## config.mk

```make
export PLATFORM = sky130hd
export DESIGN_NAME = wb_arbiter
export DESIGN_NICKNAME = d
export VERILOG_FILES = /design/src/rtl/wb_arbiter.sv
export SDC_FILE = /design/constraint.sdc
export NUM_CORES = 1
export LEC_CHECK = 0
export ABC_AREA = 1
export BUFFER_PORTS_ARGS = -buffer_cell sky130_fd_sc_hd__buf_4
export CAP_MARGIN = 20
export CORE_MARGIN = 1
export CORE_UTILIZATION = 25
export DETAILED_ROUTE_END_ITERATION = 10
export PLACE_DENSITY = 0.44
export SYNTH_ARGS = -nofsm -noshare
export SYNTH_HDL_FRONTEND = slang
export SYNTH_SLANG_ARGS = --single-unit
```

## constraint.sdc

```tcl
create_clock -name clk -period 5.8 [get_ports clk]
set_clock_uncertainty 0.2 [all_clocks]
set_input_delay 0 -clock clk [delete_from_list [all_inputs] [get_ports clk]]
set_output_delay 0 -clock clk [all_outputs]
set_load 0.05 [all_outputs]
```

## src/rtl/wb_arbiter.sv

```systemverilog
// Writeback arbiter: merges single-cycle ALU results and FIFO-buffered load returns
// onto the register-file write port and tracks outstanding loads per register.
// Optional feature macro: STARVE_GUARD_EN (forces a FIFO drain whenever the FIFO is full).
module wb_arbiter #(
    parameter int DATA_WIDTH = 32,
    parameter int ADDR_WIDTH = 5,
    parameter int FIFO_DEPTH = 4
) (
    input  logic                          clk,
    input  logic                          reset,
    input  logic                          alu_valid,
    input  logic [ADDR_WIDTH-1:0]         alu_rd,
    input  logic [DATA_WIDTH-1:0]         alu_data,
    input  logic                          ld_valid,
    output logic                          ld_ready,
    input  logic [ADDR_WIDTH-1:0]         ld_rd,
    input  logic [DATA_WIDTH-1:0]         ld_data,
    input  logic                          iss_valid,
    input  logic [ADDR_WIDTH-1:0]         iss_rd,
    input  logic [ADDR_WIDTH-1:0]         chk_rs1,
    input  logic [ADDR_WIDTH-1:0]         chk_rs2,
    output logic                          hazard,
    output logic                          alu_hold,
    output logic                          rf_we,
    output logic [ADDR_WIDTH-1:0]         rf_addr,
    output logic [DATA_WIDTH-1:0]         rf_data,
    output logic [$clog2(FIFO_DEPTH):0]   fifo_count
);

    localparam int PTR_W = $clog2(FIFO_DEPTH);
    localparam int CNT_W = PTR_W + 1;
    localparam int NREG  = 1 << ADDR_WIDTH;
    localparam logic [CNT_W-1:0] FULL_CNT = CNT_W'(FIFO_DEPTH);

    logic [ADDR_WIDTH-1:0] rd_mem   [FIFO_DEPTH];
    logic [DATA_WIDTH-1:0] data_mem [FIFO_DEPTH];
    logic [PTR_W-1:0]      wr_ptr;
    logic [PTR_W-1:0]      rd_ptr;
    logic [CNT_W-1:0]      count;
    logic [NREG-1:0]       busy;
    logic                  out_is_ld;

    logic                  fifo_full;
    logic                  fifo_empty;
    logic                  push;
    logic                  pop;
    logic                  sel_alu;
    logic                  commit_ld;
    logic [ADDR_WIDTH-1:0] head_rd;
    logic [DATA_WIDTH-1:0] head_data;

    assign fifo_full  = (count == FULL_CNT);
    assign fifo_empty = (count == '0);
    assign ld_ready   = !fifo_full;
    assign fifo_count = count;

`ifdef STARVE_GUARD_EN
    // A full FIFO takes the port for one cycle; the ALU producer re-presents its result.
    assign alu_hold = fifo_full;
`else
    assign alu_hold = 1'b0;
`endif

    assign sel_alu   = alu_valid && !alu_hold;
    assign pop       = !sel_alu && !fifo_empty;
    assign push      = ld_valid && ld_ready;
    assign head_rd   = rd_mem[rd_ptr];
    assign head_data = data_mem[rd_ptr];
    assign commit_ld = rf_we && out_is_ld;

    // Load-return FIFO: control state
    always_ff @(posedge clk or posedge reset) begin
        if (reset) begin
            wr_ptr <= '0;
            rd_ptr <= '0;
            count  <= '0;
        end else begin
            if (push)
                wr_ptr <= wr_ptr + 1'b1;
            if (pop)
                rd_ptr <= rd_ptr + 1'b1;
            case ({push, pop})
                2'b10:   count <= count + 1'b1;
                2'b01:   count <= count - 1'b1;
                default: count <= count;
            endcase
        end
    end

    always_ff @(posedge clk) begin
        if (push) begin
            rd_mem[wr_ptr]   <= ld_rd;
            data_mem[wr_ptr] <= ld_data;
        end
    end

    // Output register: one write per cycle; x0 destinations load but do not write
    always_ff @(posedge clk or posedge reset) begin
        if (reset) begin
            rf_we     <= 1'b0;
            rf_addr   <= '0;
            rf_data   <= '0;
            out_is_ld <= 1'b0;
        end else if (sel_alu) begin
            rf_we     <= (alu_rd != '0);
            rf_addr   <= alu_rd;
            rf_data   <= alu_data;
            out_is_ld <= 1'b0;
        end else if (pop) begin
            rf_we     <= (head_rd != '0);
            rf_addr   <= head_rd;
            rf_data   <= head_data;
            out_is_ld <= 1'b1;
        end else begin
            rf_we     <= 1'b0;
            out_is_ld <= 1'b0;
        end
    end

    // Scoreboard: a new issue overrides a commit to the same register on one edge
    always_ff @(posedge clk or posedge reset) begin
        if (reset) begin
            busy <= '0;
        end else begin
            for (int r = 1; r < NREG; r++) begin
                if (iss_valid && iss_rd == ADDR_WIDTH'(r))
                    busy[r] <= 1'b1;
                else if (commit_ld && rf_addr == ADDR_WIDTH'(r))
                    busy[r] <= 1'b0;
            end
        end
    end

    assign hazard = (busy[chk_rs1] && chk_rs1 != '0) ||
                    (busy[chk_rs2] && chk_rs2 != '0);

endmodule
```

==> flow_metrics.env, run 1 <==
export IMPL_synth_top_flop_cell="edfxtp_1"
export IMPL_syn_cell_area_sq_mm=0.00994
export IMPL_critPathMaxFanout=65
export IMPL_rsz0062_at_grt="false"
export IMPL_dieArea_sq_mm=0.0406
export IMPL_final_cell_mix="274 x nand2_1, 148 x edfxtp_1, 147 x buf_4"
export IMPL_grt_pass1_vias=7770
export IMPL_dr_pass1_iters=5
export IMPL_syn_inst=994
export IMPL_relSlewSlack_pct=41.0
export IMPL_peakVddDrop_mv=0.362
export IMPL_grt_max_degree=78
export IMPL_ys_seq_area_share_pct=64.1
export IMPL_slew_violations=0
export IMPL_status="finished, final reports clean"
export IMPL_cts_root_buf="clkbuf_16"
export IMPL_min_period_ns=3.09
export IMPL_via_per_inst=4.45
export IMPL_whs_ns=0.0270
export IMPL_max_freq_ghz=0.323
export IMPL_rows=72
export IMPL_leakagePower_nw=5.35
export IMPL_drcViolationCount=0
export IMPL_async_flop_share_pct=34.2
export IMPL_numCtsBuffers=27
export IMPL_num_vias=7857
export IMPL_cts_tree="done"
export IMPL_cts_sinks=225
export IMPL_drtAntennaViolNets=0
export IMPL_grt_pass1_wl_um=44700
export IMPL_multi_input_area_sq_mm=0.00307
export IMPL_wl_per_cell_um=16.2
export IMPL_setup_violations=0
export IMPL_h_tree_depth=1
export IMPL_synth_seq_cells=225
export IMPL_synth_avg_cell_area_sq_um=10.0
export IMPL_start_util_pct=25.5
export IMPL_critPathRequiredTime_ns=6.07
export IMPL_end_kind="register"
export IMPL_final_common_cell="nand2_1"
export IMPL_worst_slack_ns=2.71
export IMPL_start_kind="input pin"
export IMPL_dr_first_iter_drc_count=365
export IMPL_grtUsageTotal_pct=14.0
export IMPL_wl_um=28600
export IMPL_hold_path_class="in2reg"
export IMPL_nets=1325
export IMPL_finalSetupTns_ns=0
export IMPL_drive_gt1_share_pct=16.4
export IMPL_antenna_cells=0
export IMPL_cts_max_path_buffers=3
export IMPL_finalWeightedCongestion=0.818
export IMPL_dp_hpwl_um=17200
export IMPL_power_density_mw_per_mm2=490
export IMPL_dp_slack_ns=2.98
export IMPL_insertion_delay_ns=0.53
export IMPL_die_y_um=201
export IMPL_clk_pin_slew_ns=0.06
export IMPL_tightest_slew_ns=0.885
export IMPL_maxCapViolCount=0
export IMPL_fp_dieW_um=201
export IMPL_io_buffers=136
export IMPL_hold_viol_final=0
export IMPL_area_delta_synth_final_pct=34.9
export IMPL_grt_overflow_total=0
export IMPL_coreArea_sq_mm=0.0389
export IMPL_ys_types=30
export IMPL_synth_edf_count=148
export IMPL_ioPinCount=138
export IMPL_finalPower_mw=6.57
export IMPL_cts_setup_buffers=0
export IMPL_finalCritPeriodShare_pct=53.3
export IMPL_crit_arrival_ns=3.36
export IMPL_antenna_found_initial=1
export IMPL_regArea_sq_mm=0.00637
export IMPL_path_class="in2reg"
export IMPL_n_fill_cell=4002
export IMPL_syn_nets=1094
export IMPL_yosysWarningCount=1
==> metal layers <==
layer | up-vias | GRT usage [%] | wire length, um
li1 | 3829 | - | -
met1 | 3810 | 18.5 | 13000
met2 | 170 | 24.1 | 13800
met3 | 46 | 1.80 | 1130
met4 | 2 | 3.63 | 614
met5 | - | 0 | 13
==> power breakdown <==
group | internal [mW] | switching [mW] | leakage [nW]
combinational | 0.718 | 1.67 | 2.68
sequential | 2.19 | 0.234 | 2.21
clock | 1.11 | 0.650 | 0.459
==> metrics by stage <==
step           utilization [%]  area, sq um  cells
6_report                  34.5        13400   1764
2_1_floorplan                -         9940    994
3_5_place_dp              29.4        11400   1610
3_3_place_gp              29.4        11400   1610
4_1_cts                   34.5        13400   1764
5_1_grt                   34.5        13400   1764
==> synthesized netlist by cell type, types with 2 or more instances <==
master	n	area [sq um]
nand2_1	274	1030
edfxtp_1	148	4440
nor2_1	129	484
o21ai_0	80	400
dfrtp_1	77	1930
o211ai_1	70	526
inv_1	61	229
nand3_1	59	295
buf_2	28	140
o21ai_1	18	90.1
clkbuf_1	7	26.3
buf_6	6	67.6
buf_4	5	37.5
ha_1	5	62.6
inv_2	5	18.8
xor2_1	4	35.0
a21oi_1	2	10.0
a31oi_1	2	12.5
clkbuf_2	2	10.0
or2_2	2	12.5
==> worst max-delay path, cell delays in order <==
cell and delay [ns]:
dlygate4sd3_1 0.53, buf_4 0.16, inv_2 0.05, buf_4 0.61, nand3_2 0.12, buf_4 0.34, inv_2 0.73, nand2_1 0.11
nand3_1 0.12, dlygate4sd3_1 0.54
==> what timing repair did <==
action / CTS / global route
resized for setup: 0 / 0
setup endpoints to repair: 0 / 0
hold endpoints to repair: 257 / 0
hold buffers: 104 / 0
==> worst paths after layout <==
check                           slack [ns]         endpoint  cells past startpoint        start
worst min register to register        0.28      rf_data[29]                      2  rf_data[29]
worst max register to register        2.87            rf_we                      9    rd_ptr[0]
worst min-delay path                  0.03  data_mem[2][10]                      2  ld_data[10]
worst max-delay path                  2.71       rf_addr[4]                     10    alu_valid
min in group asynchronous             0.51         busy[13]                      4        reset
max in group asynchronous             3.70        rd_ptr[0]                      5        reset
==> cell type report <==
cell class | count | share of cell area (%)
tap | 518 | 4.83
sequential | 225 | 47.5
inverter | 66 | 1.86
multi-input combinational | 654 | 22.9
timing repair buffer | 251 | 16.0
clock buffer | 35 | 5.48
clock inverter | 15 | 1.47
==> registers in the layout, summed over array words and instances, names as in the netlist <==
register,flops
wr_ptr,2
busy,31
out_is_ld,1
rf_we,1
rf_data,32
rf_addr,5
fifo_count,3
rd_mem,20
data_mem,128
rd_ptr,2
==> kinds of logic after synthesis <==
logic type	count (synthesis)	synth area share, %
other	1	0.0377
AND/OR/NAND/NOR	467	18.6
flip-flops	225	64.1
buffers and inverters	115	5.36
adder cells (fa/ha/maj)	6	0.831
AO/OA/AOI/OAI	175	10.7
XOR/XNOR	5	0.440
Power figures use the tool's default switching activity.
==> run 2, diff against run 1 <==
- PLACE_DENSITY: 0.44 -> 0.46
- clock period: 5.8 -> 2.6 ns (I/O delays scaled with it)
==> flow_metrics.env, run 2 (synthesis gave the netlist of run 1 again) <==
export IMPL_dp_slack_ns=0.358
export IMPL_dp_hpwl_um=18000
export IMPL_reg_largest_list="data_mem x128, rf_data x32, busy x31"
export IMPL_relSlewSlack_pct=55.4
export IMPL_p_int_mw=8.89
export IMPL_end_kind="register"
export IMPL_n_fill_cell=3983
export IMPL_critPathMaxFanout=8
export IMPL_whs_ns=0.0294
export IMPL_start_kind="register"
export IMPL_dr_first_iter_drc_count=418
export IMPL_die_y_um=201
export IMPL_rows=72
export IMPL_grt_pass1_wl_um=44500
export IMPL_fp_dieW_um=201
export IMPL_dieArea_sq_mm=0.0406
export IMPL_start_util_pct=25.5
export IMPL_multi_input_area_sq_mm=0.00308
export IMPL_setup_violations=0
export IMPL_antenna_found_initial=3
export IMPL_cts_tree="done"
export IMPL_grt_max_degree=65
export IMPL_finalSetupTns_ns=0
export IMPL_h_tree_depth=1
export IMPL_hold_depth=2
export IMPL_grtUsageTotal_pct=13.8
export IMPL_rr_endpoint="fifo_count[2]"
export IMPL_regToRegSetupSlack_ns=0.35
export IMPL_drcViolationCount=0
export IMPL_r2r_start="fifo_count[0]"
export IMPL_coreArea_sq_mm=0.0389
export IMPL_peakVddDrop_mv=0.797
export IMPL_ioPinCount=138
export IMPL_wl_per_cell_um=15.8
export IMPL_numCtsBuffers=25
export IMPL_hold_viol_final=0
export IMPL_cts_max_path_buffers=3
export IMPL_cts_root_buf="clkbuf_16"
export IMPL_drtAntennaViolNets=0
export IMPL_hp_start="ld_data[9]"
export IMPL_nets=1336
export IMPL_area_delta_synth_final_pct=36.2
export IMPL_dr_pass1_iters=4
export IMPL_via_per_inst=4.38
export IMPL_max_freq_ghz=0.445
export IMPL_p_seq_share_pct=36.7
export IMPL_regArea_sq_mm=0.00637
export IMPL_wl_um=28000
export IMPL_maxCapViolCount=0
export IMPL_critPathRequiredTime_ns=2.79
export IMPL_finalWeightedCongestion=0.845
export IMPL_num_vias=7773
export IMPL_grt_overflow_total=0
export IMPL_hold_end="data_mem[3][9]"
export IMPL_drive_gt1_share_pct=17.2
export IMPL_worst_slack_ns=0.352
export IMPL_hold_path_class="in2reg"
export IMPL_insertion_delay_ns=0.52
export IMPL_final_cell_mix="272 x nand2_1, 149 x buf_4, 148 x edfxtp_1"
export IMPL_cts_sinks=225
export IMPL_p_sw_mw=5.77
export IMPL_power_density_mw_per_mm2=1080
export IMPL_grt_pass1_vias=7956
export IMPL_status="finished, final reports clean"
export IMPL_power_frac_comb_pct=38.4
export IMPL_slew_violations=0
export IMPL_reg2reg_depth=9
export IMPL_leakagePower_nw=5.38
export IMPL_min_period_ns=2.25
export IMPL_crit_arrival_ns=2.44
export IMPL_tightest_slew_ns=0.668
export IMPL_io_buffers=136
export IMPL_finalCritPeriodShare_pct=86.5
export IMPL_regMostFlops="data_mem"
export IMPL_clkPwrFrac_pct=24.9
export IMPL_largest_reg_flops=128
export IMPL_clk_pin_slew_ns=0.06
export IMPL_swShare_pct=39.3
export IMPL_final_common_cell="nand2_1"
export IMPL_rsz0062_at_grt="false"
export IMPL_path_class="reg2reg"
run 2: changes by cell type in the layout (fill, tap and decap cells not counted), moves of 3 or more:
cell	delta
clkinv_1	-4
clkbuf_8	-3
dlygate4sd3_1	+3
buf_12	+8
diode_2	+3
run 2: cell type report:
class | instances | share of cell area [%]
Clock inverter | 15 | 1.45
Tap cell | 518 | 4.79
Multi-Input combinational cell | 654 | 22.7
Timing Repair Buffer | 264 | 17.4
Antenna cell | 3 | 0.0554
Sequential cell | 225 | 47.1
Inverter | 66 | 1.84
Clock buffer | 29 | 4.73
run 2: how the worst max path moves through the flow:
stage                    endpoint  slack [ns]  depth (start not counted)          start
finish              fifo_count[2]        0.35                          9  fifo_count[0]
global route          rf_data[26]        0.12                          8      rd_ptr[0]
CTS                   rf_data[28]        0.32                          8      rd_ptr[0]
detailed placement  fifo_count[2]        0.36                          9  fifo_count[0]
global placement    fifo_count[2]        0.35                          9  fifo_count[0]
floorplan           fifo_count[2]       0.003                          9  fifo_count[0]
run 2: critical path, cell delays in order, from the launching register on:
cell     delay [ns]
dfrtp_1        0.43
nor2_2         0.21
nand2_2        0.10
nand2_4        0.16
ha_1           0.17
inv_1          0.06
fa_1           0.38
a21oi_1        0.14
o21ai_0        0.11
xor2_1         0.16
run 2: timing repair:
| item | 4_1_cts | 5_1_grt |
|---|---|---|
| endpoints found under the hold margin | 333 | 0 |
| hold buffers | 107 | 0 |
| endpoints found under the setup margin | 0 | 0 |
| resized for setup | 0 | 0 |
| buffers inserted | 0 | 0 |
run 2: layer usage:
| metal | wire length, um | track usage [%] | up-vias |
|---|---|---|---|
| met3 | 1190 | 2.15 | 39 |
| met5 | 0 | 0 | - |
| li1 | - | - | 3856 |
| met2 | 13800 | 24.1 | 154 |
| met1 | 12500 | 18.0 | 3724 |
| met4 | 475 | 3.22 | 0 |
run 2: power by group through the flow:
stage / Sequential (mW) / Combinational (mW) / Clock [mW]
6_report: 5.38 / 5.62 / 3.65
2_1_floorplan: 6.41 / 2.66 / 0
3_3_place_gp: 5.43 / 5.46 / 0
3_5_place_dp: 5.44 / 5.49 / 0
4_1_cts: 5.39 / 5.74 / 3.75
5_1_grt: 5.51 / 6.25 / 3.88
run 2: per-stage QoR:
stage | power, mW | utilization (%) | area [sq um] | instances
final | 14.7 | 34.8 | 13500 | 1774
after global routing | 15.6 | 34.8 | 13500 | 1774
after CTS | 14.9 | 34.8 | 13500 | 1771
after detailed placement | 10.9 | 29.9 | 11600 | 1620
after global placement | 10.9 | 29.9 | 11600 | 1620
after floorplan | 9.06 | - | 9980 | 994
